===== src/rtl/health_control.sv =====
// Player/NPC health tracker: saturating HP, post-hit invulnerability windows,
// and timed death holds, with a shared "over" latch that freezes combat after a kill.
module health_control #(
  parameter int unsigned MAX_HP     = 100,
  parameter int unsigned HP_W       = 7,
  parameter int unsigned IFRAMES    = 30,
  parameter int unsigned DEATH_HOLD = 120
) (
  input  logic            Clk,
  input  logic            Reset,
  input  logic            start_l,
  input  logic            battle_l,
  input  logic            Player_Hit,
  input  logic [HP_W-1:0] Player_Dmg,
  input  logic            NPC_Hit,
  input  logic [HP_W-1:0] NPC_Dmg,
  output logic [HP_W-1:0] Player_HP,
  output logic [HP_W-1:0] NPC_HP,
  output logic            Player_Invuln,
  output logic            NPC_Invuln,
  output logic            Player_Dead,
  output logic            NPC_Dead
);

  localparam int unsigned IW = $clog2(IFRAMES + 1);
  localparam int unsigned DW = $clog2(DEATH_HOLD + 1);

  typedef enum logic [1:0] {StAlive, StInvuln, StDead, StDone} side_st_e;

  // Index 0 is the player, index 1 the NPC.
  side_st_e        st_q   [2];
  logic [HP_W-1:0] hp_q   [2];
  logic [IW-1:0]   icnt_q [2];
  logic [DW-1:0]   dcnt_q [2];
  logic            inv_q  [2];
  logic            dead_q [2];
  logic            over_q;

  logic            hit    [2];
  logic [HP_W-1:0] dmg    [2];
  logic            accept [2];
  logic            fatal  [2];

  always_comb begin
    hit[0] = Player_Hit;
    hit[1] = NPC_Hit;
    dmg[0] = Player_Dmg;
    dmg[1] = NPC_Dmg;
    for (int i = 0; i < 2; i++) begin
      // Zero damage is treated as no hit at all.
      accept[i] = hit[i] && battle_l && !over_q && (st_q[i] == StAlive) &&
                  (dmg[i] != '0);
      fatal[i]  = accept[i] && (dmg[i] >= hp_q[i]);
    end
  end

  always_ff @(posedge Clk) begin
    if (!Reset || start_l) begin
      for (int i = 0; i < 2; i++) begin
        st_q[i]   <= StAlive;
        hp_q[i]   <= HP_W'(MAX_HP);
        icnt_q[i] <= '0;
        dcnt_q[i] <= '0;
        inv_q[i]  <= 1'b0;
        dead_q[i] <= 1'b0;
      end
      over_q <= 1'b0;
    end else begin
      for (int i = 0; i < 2; i++) begin
        unique case (st_q[i])
          StAlive: begin
            if (fatal[i]) begin
              st_q[i]   <= StDead;
              hp_q[i]   <= '0;
              dcnt_q[i] <= DW'(DEATH_HOLD);
              dead_q[i] <= 1'b1;
            end else if (accept[i]) begin
              st_q[i]   <= StInvuln;
              hp_q[i]   <= hp_q[i] - dmg[i];
              icnt_q[i] <= IW'(IFRAMES);
              inv_q[i]  <= 1'b1;
            end
          end
          StInvuln: begin
            if (icnt_q[i] == IW'(1)) begin
              st_q[i]   <= StAlive;
              icnt_q[i] <= '0;
              inv_q[i]  <= 1'b0;
            end else begin
              icnt_q[i] <= icnt_q[i] - IW'(1);
            end
          end
          StDead: begin
            if (dcnt_q[i] == DW'(1)) begin
              st_q[i]   <= StDone;
              dcnt_q[i] <= '0;
              dead_q[i] <= 1'b0;
            end else begin
              dcnt_q[i] <= dcnt_q[i] - DW'(1);
            end
          end
          StDone: ;
          default: st_q[i] <= StAlive;
        endcase
      end
      over_q <= over_q | fatal[0] | fatal[1];
    end
  end

  assign Player_HP     = hp_q[0];
  assign NPC_HP        = hp_q[1];
  assign Player_Invuln = inv_q[0];
  assign NPC_Invuln    = inv_q[1];
  assign Player_Dead   = dead_q[0];
  assign NPC_Dead      = dead_q[1];

endmodule

===== config.mk =====
export PLATFORM = sky130hd
export DESIGN_NAME = health_control
export DESIGN_NICKNAME = d
export VERILOG_FILES = /design/src/rtl/health_control.sv
export SDC_FILE = /design/constraint.sdc
export NUM_CORES = 1
export LEC_CHECK = 0
export ABC_AREA = 0
export BUFFER_PORTS_ARGS = -buffer_cell sky130_fd_sc_hd__buf_2
export CORE_MARGIN = 5
export CORE_UTILIZATION = 50
export CTS_CLUSTER_DIAMETER = 80
export DETAILED_ROUTE_END_ITERATION = 7
export PLACE_DENSITY = 0.75
export SYNTH_ARGS = -nofsm -noshare
export SYNTH_HDL_FRONTEND = slang
export SYNTH_SLANG_ARGS = --single-unit

===== constraint.sdc =====
create_clock -name Clk -period 2.4 [get_ports Clk]
set_input_delay 0.48 -clock Clk [delete_from_list [all_inputs] [get_ports Clk]]
set_output_delay 0.48 -clock Clk [all_outputs]
set_load 0.005 [all_outputs]

## Yosys cells after proc, flatten, opt, wreduce, memory -nomap -nowiden

Memory sizes are Yosys's and may differ from the RTL's.
Cells that the tools add are included.

- Muxes and demuxes: 84
- Reductions and logical operators: 17
- Bitwise gates (word level): 34
- Add/subtract/negate cells: 6
- Eq/ne operators: 8
- Magnitude comparators: 2

Operators with widths:

| operator | number |
|---|---|
| 7-bit 2-to-1 mux | 10 |
| 1-bit 2-to-1 mux | 60 |
| 1-bit OR | 34 |
| 5-bit 2-to-1 mux | 6 |
| 2-bit 2-to-1 mux | 8 |
| 7-bit by 1-bit equality test with 1-bit output (second input constant) | 2 |
| 7-bit greater-or-equal comparator | 2 |
| 7-bit nonzero test | 2 |
| 7-bit by 1-bit subtractor with 7-bit output (second input constant) | 2 |
| 7-bit subtractor | 2 |
| 5-bit by 1-bit equality test with 1-bit output (second input constant) | 2 |
| 1-bit logical AND | 10 |
| 5-bit by 1-bit subtractor with 5-bit output (second input constant) | 2 |
| 2-bit by 1-bit equality test with 1-bit output (second input constant) | 2 |
| 2-bit equality test (second input constant) | 2 |
| 2-bit zero test | 2 |
| 1-bit zero test | 2 |
| 1-bit logical OR | 1 |

- Bits in registers: 1
- RAM bits: 46
- Logic and storage cells: 158
- Memories kept: 6
- Input port bits: 20

Memories:

| name | words | width | read ports | clocked after Yosys merged registers in | write ports | line | text |
|---|---|---|---|---|---|---|---|
| dcnt_q | 2 | 7 | 2 | 0 | 2 | 34 | `logic [DW-1:0] dcnt_q [2];` |
| hp_q | 2 | 7 | 2 | 0 | 2 | 32 | `logic [HP_W-1:0] hp_q [2];` |
| icnt_q | 2 | 5 | 2 | 0 | 2 | 33 | `logic [IW-1:0] icnt_q [2];` |
| st_q | 2 | 2 | 2 | 0 | 2 | 31 | `side_st_e st_q [2];` |
| dead_q | 2 | 1 | 2 | 0 | 2 | 36 | `logic dead_q [2];` |
| inv_q | 2 | 1 | 2 | 0 | 2 | 35 | `logic inv_q [2];` |

## Logic depth before layout (Yosys ltp)

Gate-level depths: netlist of the first run.

- Depth in word-level cells: 13
- Mapped depth: 9

## Worst setup path after synthesis of the first run

Ideal clock, no wire load.

- Kind: in2reg
- Start: input Player_Dmg[5]
- End: memory icnt_q[0][0] (netlist name) (enable)
- Arrival time: 1.865 ns
- Path buffers: 0
- Data required time: 2.122 ns
- Path slack: 0.257 ns
- Stages on the path: 6
- Library setup time: 0.278 ns
- Cells stage by stage: inv_1 ha_1 nand4_1 or2_2 o211a_2 or3_1

RTL lines:

| item | line | text |
|---|---|---|
| from (decl) | 14 | `input logic [HP_W-1:0] Player_Dmg,` |
| to (decl) | 33 |  |

==> impl_summary.md, run 1 <==
Synth
The synthesized-area fraction occupied by adder cells is 10.1%. In this run the cell area of the synthesized design comes to 3110 µm². The multiplexer area fraction after synthesis is 0.322%. The area fraction in and, or, nand and nor cells after synthesis is 19.0%.

The parity-gate share of the synthesized area counting xor and xnor cells is 4.50%. Yosys mapped the design onto 50 distinct sky130hd cell types. The commonest cells after synthesis are edfxtp_1, inv_1, nor2_1. The library cell with the largest summed area after synthesis is edfxtp_1. The area share of the leading cell type in the synthesized netlist is 42.5%.

The count of flip-flops with a built-in enable after synthesis is 44. Synthesis produced a netlist with a net count of 352. Yosys attributes the largest share of cell area to edfxtp_1, ha_1, inv_1, nor2_1, o22ai_1. The post-synthesis register bit count is 47. The largest family of logic cells by synthesized area is simple AND/OR/NAND/NOR gates. Synthesis produced 308 cells. The share of the Yosys chip area taken by registers is 44.4%. The synthesized area per cell is 10.1 µm². The compound-cell area share of the yosys netlist is 17.1%.

The dominant synthesized flop cell is edfxtp_1. The total number of yosys warnings is 0. Of all flip-flops after synthesis, the portion carrying an async set or reset was 0%.

The dominant cell by count in the synthesized netlist is edfxtp_1.

Final layout
The antenna diode count is 0. The signed area change from the synthesized netlist to the final layout is 15.0%. The final layout net count is 408.

The final design area excluding fillers is 3580 µm². Cells with a size suffix above 1 make up 20.0% of the layout.

Drt
After detailed routing, the number of remaining DRC violations is 0. The via count normalized by instance count is 5.90. The via count is 2,598. In this run, the number of DRC markers left after iteration 0 of detailed routing was 162. The first detailed-routing pass ran for 5 iterations. In this run the remaining antenna-violating nets after routing total 0. Wires add up to 6.97 mm. Dividing the detail-routed wire length by the instance count gives 15.9 µm.

Critical path
Counting cells, the worst reg-to-reg path comes to 6. In this run the worst path has a maximum fanout of 7. STA puts the critical path data required time at 2.45 ns.

In this run the critical register-to-register path is launched from hp_q[1][6]. The kind of end point of the critical path is a flop. The kind of start point of the critical path is a flop. The largest single stage delay on the critical path is 0.42 ns. The cell with the biggest individual delay on the critical path is edfxtp_1.

The register-to-register setup slack is 0.13 ns. In this run the critical register-to-register path is captured at dcnt_q[1][1]. The critical path in this run is classified as reg2reg. The worst endpoint data arrival time is 2.32 ns.

The critical path goes through ha_1 -> nand2_1 -> o21ai_0 -> o22a_1 -> nor2_1 -> or2_2.

Clock network
The clock tree from TritonCTS is built. The level count of the clock H-tree is 2. The clock-pin slew on the worst setup and hold paths is 0.10 ns.

The clock latency reported for the late side of the worst-skew pair is 0.31 ns. The clock sink count is 47. The number of clock buffers added by TritonCTS is 5. Hold repair after CTS inserted 0 buffers. Counting along the longest clock path gives a buffer depth of 2. The clock tree root driver cell is clkbuf_8. After clock tree synthesis, the repair step resized 0 gates. The count of buffers added by post-CTS timing repair for setup is 0.

Timing
Static timing analysis puts the maximum clock frequency at 441 MHz. Measured against its own limit, the worst slew margin works out to 63.8%. At the pin with the least slew margin, the transition time is 0.535 ns.

The number of failing hold endpoints at the final stage is 0. Summed over all failing endpoints, the final setup total negative slack is 0 ns. Hold is met by 0.476 ns. Setup repair after global routing left no endpoint under its margin.

The max-slew violation count is 0. The time the worst path needs with I/O delays and setup is 2.27 ns. The worst clock skew is 0.0122 ns. Of the available clock period, the critical path in the final layout requires 94.5%. The final-report setup violation count is 0.

GRT
Entering global routing, the biggest net connects 16 pins. The via count of the first global-routing pass is 2,472. The initial antenna violation count is 0. Global routing used 18.7% of the available tracks across all layers.

The global route total overflow is 0. The global-route wire length before repair is 11.2 mm.

Power and ir drop
The peak supply drop is 0.287 mV. Summed over all cells, the static leakage comes to 1.54 nW. The sequential fraction of design power is 51.5%. Summed over all nets, the switching power comes to 0.588 mW. The switching power as a share of total power is 29.9%.

The internal portion of the total power is 1.38 mW. Combinational logic burns 24.0% of the power. The total power divided by cell area is 550 nW/µm². The clock network is responsible for 24.5% of the overall power.

Place
Detailed placement ended at an HPWL of 5.58 mm. In this run the tool buffered the top-level ports with 37 buffer cells. The post-place instance area is 3490 µm². Routability-driven placement finished with a final weighted congestion of 0.822.

Die
The die outline height is 88.9 µm. The die footprint is 7900 µm². The area of the core is 5990 µm².

The number of ports placed on the die boundary is 38. The die width is 88.9 µm. After floorplanning, the core was divided into 28 placement rows.

The starting density of the core is 51.9%.

Status
The flow ran to the end, and the final reports show no timing, DRC or antenna violations.

Hold path
In this run the most critical hold path is launched from over_q. For hold timing, the worst endpoint is over_q. The worst hold path was traced through 2 stages. The path class of the tightest hold or removal check is reg2reg.

Run
The max-capacitance violation count is 0.
==> registers in the layout, summed over array words and instances, names as in the netlist <==
| name | flops |
|---|---|
| over_q | 1 |
| inv_q | 2 |
| icnt_q | 10 |
| hp_q | 14 |
| dcnt_q | 14 |
| dead_q | 2 |
| st_q | 4 |
==> final cells by class <==
| class | count | area (µm²) |
|---|---|---|
| fillers | 496 | 2410 |
| multi-input cells | 224 | 1590 |
| flip-flops and latches | 47 | 1380 |
| repair buffers | 52 | 298 |
| inverters | 34 | 128 |
| well taps | 75 | 93.8 |
| clock buffers | 5 | 68.8 |
| clock inverters | 3 | 20.0 |
==> layer usage <==
| metal | vias to the layer above | global-route usage, % | wire, µm |
|---|---|---|---|
| met1 | 1239 | 22.9 | 2930 |
| met4 | 0 | 7.83 | 137 |
| met2 | 101 | 31.5 | 3400 |
| met3 | 10 | 4.33 | 506 |
| li1 | 1248 | - | - |
| met5 | - | 0 | 0 |
==> critical path: cells and delay by family (launching register included) <==
| kind | cells | cell delay, ns |
|---|---|---|
| AOI/OAI and AO/OA | 2 | 0.67 |
| adders and majority gates | 1 | 0.35 |
| DFF | 1 | 0.42 |
| and+or+nand+nor | 3 | 0.56 |
==> cell usage in the layout, fill, tap and decap left out, types with 4 or more instances in the layout <==
cell	synthesis	layout
xor2_1	6	6
inv_1	34	34
a21oi_1	16	16
o21ai_0	7	7
buf_2	2	37
ha_1	22	22
clkbuf_8	0	5
o22ai_1	15	15
nor2_1	25	25
o21a_1	4	4
nand3_1	11	11
edfxtp_1	44	44
xnor2_1	10	10
nor3b_1	6	6
nand3b_1	5	5
nand2_1	23	23
buf_4	0	15
nor3_1	11	11
nor2b_1	6	6
or3_1	5	5
o211a_1	5	5
==> power groups by stage <==
stage	registers (mW)	logic, mW	clock network, mW
after global routing	1.02	0.525	0.521
final	1.01	0.471	0.482
after detailed placement	1.03	0.469	0
after global placement	1.03	0.451	0
after CTS	1.01	0.472	0.489
after floorplan	1.02	0.326	0
==> worst max-delay path by stage <==
stage	start	endpoint	cells after the start	slack [ns]
6_report	hp_q[1][6]	dcnt_q[1][1]	6	0.13
3_5_place_dp	NPC_Dmg[4]	dcnt_q[1][0]	8	-0.06
5_1_grt	hp_q[1][4]	hp_q[1][4]	6	0.008
2_1_floorplan	Player_Dmg[5]	icnt_q[0][0]	6	0.26
4_1_cts	hp_q[1][6]	dcnt_q[1][2]	6	0.11
3_3_place_gp	NPC_Dmg[4]	dcnt_q[1][2]	8	0.007
==> cell families (layout without fill, tap and decap cells) <==
| group | after synthesis | count (layout) |
|---|---|---|
| flops | 47 | 47 |
| mux | 1 | 1 |
| fa+ha+maj | 24 | 24 |
| simple gates | 111 | 111 |
| buf+inv | 37 | 94 |
| compound gates | 72 | 72 |
| xor+xnor | 16 | 16 |
==> metrics by stage <==
step	setup WS (ns)	utilization, %	power, mW	instances
after floorplan	0.257	-	1.35	308
after global placement	0.00724	58.2	1.48	432
after detailed placement	-0.0605	58.2	1.50	432
after CTS	0.112	59.7	1.98	440
after global routing	0.00782	59.7	2.07	440
final	0.132	59.7	1.97	440
No activity file was read; power rests on OpenSTA's default activity.
==> run 2, diff against run 1 <==
ABC_AREA = 1   (was 0)
==> run 2 against run 1 <==
  * Synthesized cell count increased by 27%
  * Design area rose by 0.66%
  * Highest routed layer unchanged
  * Critical path type unchanged
  * Critical path depth up 3
==> impl_summary.md, run 2 <==
Synth
The number of cells produced by synthesis is 391 (was 308). The post-synth net total came to 435 (was 352). The dominant cell by count in the synthesized netlist is nand2_1 (was edfxtp_1). Synth top cells by count: nand2_1, inv_1, nor2_1 (was edfxtp_1, inv_1, nor2_1). Largest cells by area after synthesis: edfxtp_1, nand2_1, ha_1, inv_1, nor2_1 (was edfxtp_1, ha_1, inv_1, nor2_1, o22ai_1). The count of flip-flops with a built-in enable after synthesis is 44 (unchanged). The sequential share of the synthesized area is 42.6% (was 44.4%). The post-synthesis register bit count is 47 (unchanged).

The synthesized area per cell is 8.30 µm² (was 10.1 µm²). The library cell with the largest summed area after synthesis is edfxtp_1 (unchanged). The summed instance area of the synthesized netlist is 3250 µm² (was 3110 µm²). The number of distinct library cell variants in the gate-level netlist after synthesis was 37 (was 50).

The area share of the leading cell type in the synthesized netlist is 40.7% (was 42.5%). The proportion of synthesized flip-flops having asynchronous set or reset is 0% (unchanged). The total number of yosys warnings was 0 (unchanged). The dominant synthesized flop cell was edfxtp_1 (unchanged).

Drt
The first-pass iteration count of the detailed router is 5 (unchanged). The routed length on met1 came to 2.83 mm (was 2.93 mm). The number of remaining DRC errors came to 0 (unchanged). The sum of met2 wire segment lengths after detailed routing is 3.14 mm (was 3.40 mm). The via count is 2,608 (was 2,598). The wire length reported by the detailed router was 6.27 mm (was 6.97 mm). The via count normalized by instance count is 5.09 (was 5.90). The routed length on met3 is 221 µm (was 506 µm). The highest metal layer with signal wires is met4 (unchanged). The antenna violation net count after detailed routing is 0 (unchanged). The per-cell routed wire length came to 12.3 µm (was 15.9 µm). The number of DRC markers in iteration 0 is 101 (was 162).

Timing
The worst clock skew is 0.00964 ns (was 0.0122 ns). The accumulated negative setup slack is 0 ns (unchanged). The final-report setup violation count was 0 (unchanged). The time the worst path needs with I/O delays and setup is 2.05 ns (was 2.27 ns). The max-slew violation count is 0 (unchanged). The transition time at the pin with the least slew margin is 0.373 ns (was 0.535 ns). The headroom to the max-slew limit is 75.0% (was 63.8%). The fmax is 487 MHz (was 441 MHz). Setup repair after global routing missed its margin: false (unchanged). The ratio of final minimum period to clock period is 85.5% (was 94.5%). The number of failing hold endpoints at the final stage is 0 (unchanged).

Clock network
The count of buffers added by post-CTS timing repair for setup is 0 (unchanged). The hold buffer count at CTS is 0 (unchanged). The clock-pin slew on the worst setup and hold paths was 0.09 ns (was 0.10 ns). The level count of the clock H-tree was 2 (unchanged). The clock latency reported for the late side of the worst-skew pair is 0.30 ns (was 0.31 ns).

The clock tree root driver cell is clkbuf_8 (unchanged). The clock sink count is 47 (unchanged). The deepest clock path buffer count is 2 (unchanged). The number of cells upsized or downsized after cts is 0 (unchanged). The number of buffers added by the clock tree synthesis step is 5 (unchanged).

The clock tree from TritonCTS is built (unchanged).

Critical path
The register-to-register setup slack was 0.35 ns (was 0.13 ns). The critical path's largest stage delay was 0.44 ns (was 0.42 ns). The critical path class was reg2reg (unchanged). The worst endpoint data arrival time is 2.11 ns (was 2.32 ns). The kind of end point of the critical path is a flop (unchanged). The cell with the most instances on the worst path is nand2_1. The kind of start point of the critical path is a flop (unchanged).

The largest fanout on the critical path is 7 (unchanged). The critical path required time is 2.46 ns (was 2.45 ns). Cells along the critical path: ha_1 -> nand2_1 -> inv_1 -> a21oi_1 -> nand2_2 -> nand4_2 -> nand4_1 -> nand2_1 -> nand2_1 (was ha_1 -> nand2_1 -> o21ai_0 -> o22a_1 -> nor2_1 -> or2_2). The cell with the biggest individual delay on the critical path is edfxtp_1 (unchanged).

Final layout
Leading registers by flop count: dcnt_q x14, hp_q x14, icnt_q x10 (unchanged). The post-route non-filler standard cell count is 512 (was 440). The final cell utilization of the core is 56.7% (was 59.7%). The signed area change from the synthesized netlist to the final layout is 11.0% (was 15.0%).

The area of combinational cells with multiple inputs is 1580 µm² (was 1590 µm²). The share of final-layout standard cells stronger than drive strength 1 came to 17.7% (was 20.0%). The antenna diode count is 0 (unchanged). The commonest non-fill, non-tap cell in the layout was nand2_1 (was edfxtp_1).

The register area is 1380 µm² (unchanged). The final layout net count is 478 (was 408). Commonest cells after routing, fill and taps aside: nand2_1, inv_1, nor2_1, edfxtp_1, buf_2 (was edfxtp_1, buf_2, inv_1, nor2_1, nand2_1).

The count of filler cells inserted in the layout is 575 (was 496).

GRT
The via count of the first global-routing pass is 2,561 (was 2,472). The pin count of the biggest net entering global routing came to 19 (was 16). The global route total overflow is 0 (unchanged). The total track usage came to 16.0% (was 18.7%). The global-route wire length before repair is 11.1 mm (was 11.2 mm). The initial antenna violation count came to 0 (unchanged).

Place
The count of placed standard cells including taps is 504 (was 432). The half-perimeter wire length of the detailed placement result is 5.04 mm (was 5.58 mm). The number of buffer cells added on primary ports is 37 (unchanged). The weighted congestion at the end of routability-driven global placement is 0.839 (was 0.822).

Power and ir drop
The static leakage is 1.76 nW (was 1.54 nW). The peak supply drop is 0.322 mV (was 0.287 mV). The total power divided by cell area is 525 nW/µm² (was 550 nW/µm²).

Status
Run status: complete, no violations (unchanged).

Die
The number of ports placed on the die boundary is 38 (unchanged). The area of the core came to 6350 µm² (was 5990 µm²). The die outline height came to 90.6 µm (was 88.9 µm). The starting density of the core was 51.1% (was 51.9%). The row count was 29 (was 28). The die width is 90.6 µm (was 88.9 µm).

The die footprint is 8200 µm² (was 7900 µm²).

Hold path
The worst min-delay path category is reg2reg (unchanged).

Run
The max-capacitance violation count is 0 (unchanged).
## run 2: changes by cell type in the layout (fill, tap and decap cells not counted), sizes merged, moves of 9 or more
cell   change
buf       -12
nor3       -9
nor2      +38
nand3     +19
o22ai     -15
inv       +34
nand2     +62
## run 2: path summary, 6_finish.rpt
check	startpoint	endpoint	cells past startpoint
worst min-delay path	inv_q[1]	inv_q[1]	2
worst max-delay path	hp_q[1][5]	icnt_q[1][4]	9
worst min register to register	inv_q[1]	inv_q[1]	2
worst max register to register	hp_q[1][5]	icnt_q[1][4]	9
## run 2: final cells by class
class / count / share of cell area (%)
timing repair buffer: 40 / 5.77
inverter: 68 / 7.09
tap: 77 / 2.67
multi-input combinational: 272 / 43.8
clock inverter: 2 / 0.347
sequential: 47 / 38.3
clock buffer: 6 / 2.01
## run 2: metrics by stage
step / hold slack (ns) / cell area [µm²] / total power [mW] / setup WS [ns]
floorplan: 0.442 / 3250 / 1.33 / 0.428
global placement: 0.450 / 3520 / 1.42 / 0.196
detailed placement: 0.444 / 3520 / 1.43 / 0.173
CTS: 0.462 / 3600 / 1.90 / 0.341
global route: 0.502 / 3600 / 2.02 / 0.148
finish: 0.469 / 3600 / 1.89 / 0.348
## run 2: worst max-delay path, delay by kind of cell (launching register included)
family | cells | cell delay [ns]
AO/OA/AOI/OAI | 1 | 0.17
flip-flops | 1 | 0.44
buffers and inverters | 1 | 0.06
adder cells (fa/ha/maj) | 1 | 0.34
AND/OR/NAND/NOR | 6 | 0.81
## run 2: power breakdown
part	switching (mW)	internal, mW
clock network	0.273	0.204
logic	0.252	0.162
registers	0.0386	0.963
## run 2: logic make-up after synthesis
group | after synthesis | share of synthesized area (%)
fa+ha+maj | 24 | 9.71
xor+xnor | 13 | 3.51
flops | 47 | 42.6
buf+inv | 72 | 8.87
compound gates | 38 | 6.40
simple gates | 197 | 29.0
## run 2: per-layer routing
metal	vias to the layer above	track usage (%)
met2	43	28.1
met5	-	0
met4	0	4.09
met3	12	3.33
li1	1349	-
met1	1204	19.7
==> run 3, diff against run 2 <==
==> constraint.sdc (replaced) <==
create_clock -name Clk -period 2.4 [get_ports Clk]
set_input_delay 0.12 -clock Clk [delete_from_list [all_inputs] [get_ports Clk]]
set_output_delay 0.12 -clock Clk [all_outputs]
set_load 0.005 [all_outputs]
==> run 3 against run 2 <==
  * Worst hold slack lost 0.23 ns
  * Global-route usage fell by 0.70 points
  * Count of clock-buffer cells in the layout stayed put
  * Sequential cell count stayed put
  * Final cell count shrank 0.20%
  * Combinational power about the same
  * Maximum frequency is 3.5% lower
  * Critical path depth shrank 2
  * First-iteration DRC count shrank 26%
  * Clock skew fell by 0.0015 ns
  * Register-to-register slack worse by 0.07 ns
  * Critical endpoint is now hp_q[1][2]
  * Highest routed layer unchanged
==> impl_summary.md, run 3 (same netlist as run 2, synthesis figures left out) <==
GRT
The global route total overflow is 0 (unchanged). The total track usage was 15.3% (was 16.0%). The via count of the first global-routing pass is 2,563 (was 2,561).

The initial antenna violation count is 0 (unchanged). The pin count of the biggest net entering global routing is 15 (was 19). The global-route wire length before repair is 10.6 mm (was 11.1 mm).

Final layout
Leading registers by flop count: dcnt_q x14, hp_q x14, icnt_q x10 (unchanged). The final layout net count came to 477 (was 478). The antenna diode count came to 0 (unchanged). The signed area change from the synthesized netlist to the final layout was 10.8% (was 11.0%). Commonest cells after routing, fill and taps aside: nand2_1, inv_1, nor2_1, edfxtp_1, buf_2 (unchanged). The share of final-layout standard cells stronger than drive strength 1 is 17.5% (was 17.7%). The count of filler cells inserted in the layout is 570 (was 575). The commonest non-fill, non-tap cell in the layout is nand2_1 (unchanged).

Timing
The transition time at the pin with the least slew margin is 0.411 ns (was 0.373 ns). The worst-case setup margin in the final layout is 0.273 ns (was 0.348 ns). The max-slew violation count came to 0 (unchanged). The ratio of final minimum period to clock period was 88.6% (was 85.5%).

The minimum hold slack is 0.235 ns (was 0.469 ns). The worst clock skew came to 0.00816 ns (was 0.00964 ns). The headroom to the max-slew limit came to 72.5% (was 75.0%). The accumulated negative setup slack is 0 ns (unchanged). The number of failing hold endpoints at the final stage is 0 (unchanged). The fmax is 470 MHz (was 487 MHz). The final-report setup violation count is 0 (unchanged).

Setup repair after global routing missed its margin: false (unchanged). The time the worst path needs with I/O delays and setup came to 2.13 ns (was 2.05 ns).

Power and ir drop
The share of power burned in the clock network is 25.1% (was 25.2%). The static leakage is 1.76 nW (about the same). The net switching power came to 0.563 mW (was 0.564 mW). The internal power summed over all cells is 1.33 mW (about the same). The total power divided by cell area is 526 nW/µm² (was 525 nW/µm²). The switching power as a share of total power is 29.7% (was 29.8%).

The sequential fraction of design power is 52.9% (about the same). The proportion of power drawn by combinational gates is 22.0% (was 21.9%). The peak supply drop came to 0.344 mV (was 0.322 mV).

Drt
The antenna violation net count after detailed routing is 0 (unchanged). The first-pass iteration count of the detailed router was 4 (was 5). The per-cell routed wire length is 12.2 µm (was 12.3 µm). The number of DRC markers in iteration 0 was 75 (was 101).

The via count normalized by instance count is 5.06 (was 5.09). The wire length reported by the detailed router is 6.24 mm (was 6.27 mm). The via count is 2,584 (was 2,608). The number of remaining DRC errors is 0 (unchanged).

Place
The post-placement worst setup slack is 0.279 ns (was 0.173 ns). The weighted congestion at the end of routability-driven global placement came to 0.800 (was 0.839). The half-perimeter wire length of the detailed placement result is 4.98 mm (was 5.04 mm). The number of buffer cells added on primary ports came to 37 (unchanged).

Clock network
The level count of the clock H-tree is 2 (unchanged). The deepest clock path buffer count is 2 (unchanged). The clock tree from TritonCTS was built (unchanged). The clock tree root driver cell is clkbuf_8 (unchanged). The clock-pin slew on the worst setup and hold paths is 0.09 ns (about the same). The clock latency reported for the late side of the worst-skew pair is 0.30 ns (about the same). The number of cells upsized or downsized after cts is 0 (unchanged). The hold buffer count at CTS is 0 (unchanged). The clock sink count is 47 (unchanged). The number of buffers added by the clock tree synthesis step is 5 (unchanged).

The count of buffers added by post-CTS timing repair for setup was 0 (unchanged).

Critical path
The worst endpoint data arrival time is 2.10 ns (was 2.11 ns). The kind of end point of the critical path was a flop (unchanged). The critical path required time is 2.37 ns (was 2.46 ns). The largest fanout on the critical path was 11 (was 7). The critical path class is reg2reg (unchanged). The kind of start point of the critical path is a flop (unchanged).

Status
Run status: complete, no violations (unchanged).

Die
The die footprint came to 8200 µm² (unchanged). The area of the core is 6350 µm² (unchanged). The row count came to 29 (unchanged).

The die width is 90.6 µm (unchanged). The number of ports placed on the die boundary is 38 (unchanged). The die outline height was 90.6 µm (unchanged).

The starting density of the core is 51.1% (unchanged).

Run
The max-capacitance violation count is 0 (unchanged).

Hold path
The worst min-delay path category is in2reg (was reg2reg).
[run 3: cell type report]
cell class              instances  area (µm²)  share of cell area (%)
clock buffers                   6        72.6                    2.02
multi-input cells             272        1580                    43.9
flip-flops and latches         47        1380                    38.4
well taps                      77        96.3                    2.68
inverters                      68         255                    7.10
repair buffers                 39         200                    5.57
clock inverters                 2        12.5                   0.348
[run 3: power by group through the flow]
stage | registers [mW] | logic (mW) | clock network [mW]
final | 1.00 | 0.416 | 0.475
after global routing | 1.01 | 0.473 | 0.530
after CTS | 1.00 | 0.417 | 0.485
after detailed placement | 1.02 | 0.413 | 0
after global placement | 1.02 | 0.403 | 0
after floorplan | 1.01 | 0.313 | 0
[run 3: final timing paths]
| path | startpoint | slack, ns | depth (start not counted) | end |
|---|---|---|---|---|
| worst max-delay path | hp_q[1][2] | 0.27 | 7 | hp_q[1][2] |
| worst min-delay path | start_l | 0.24 | 3 | dead_q[0] |
| worst max register to register | hp_q[1][2] | 0.27 | 7 | hp_q[1][2] |
| worst min register to register | inv_q[1] | 0.46 | 2 | inv_q[1] |
[run 3: per-stage QoR]
stage / util, % / instance area (µm²) / cells / power (mW)
floorplan: - / 3250 / 391 / 1.33
global placement: 55.3 / 3510 / 503 / 1.42
detailed placement: 55.3 / 3510 / 503 / 1.43
CTS: 56.6 / 3590 / 511 / 1.90
global route: 56.6 / 3590 / 511 / 2.01
finish: 56.6 / 3590 / 511 / 1.89
[run 3: worst max-delay path, stage by stage (launching register included)]
cell and delay, ns:
edfxtp_1 0.39, ha_1 0.37, nand3_1 0.11, nand2_2 0.11, nand2_1 0.07, nand2_2 0.08
nand4_2 0.26, nand2_1 0.41
[run 3: routing by layer]
layer	vias to the layer above	track usage, %	part of all wire, %
li1	1346	-	-
met1	1193	17.4	43
met2	40	28.8	52
met3	5	3.42	3.9
met4	0	3.35	0.75
met5	-	0	0
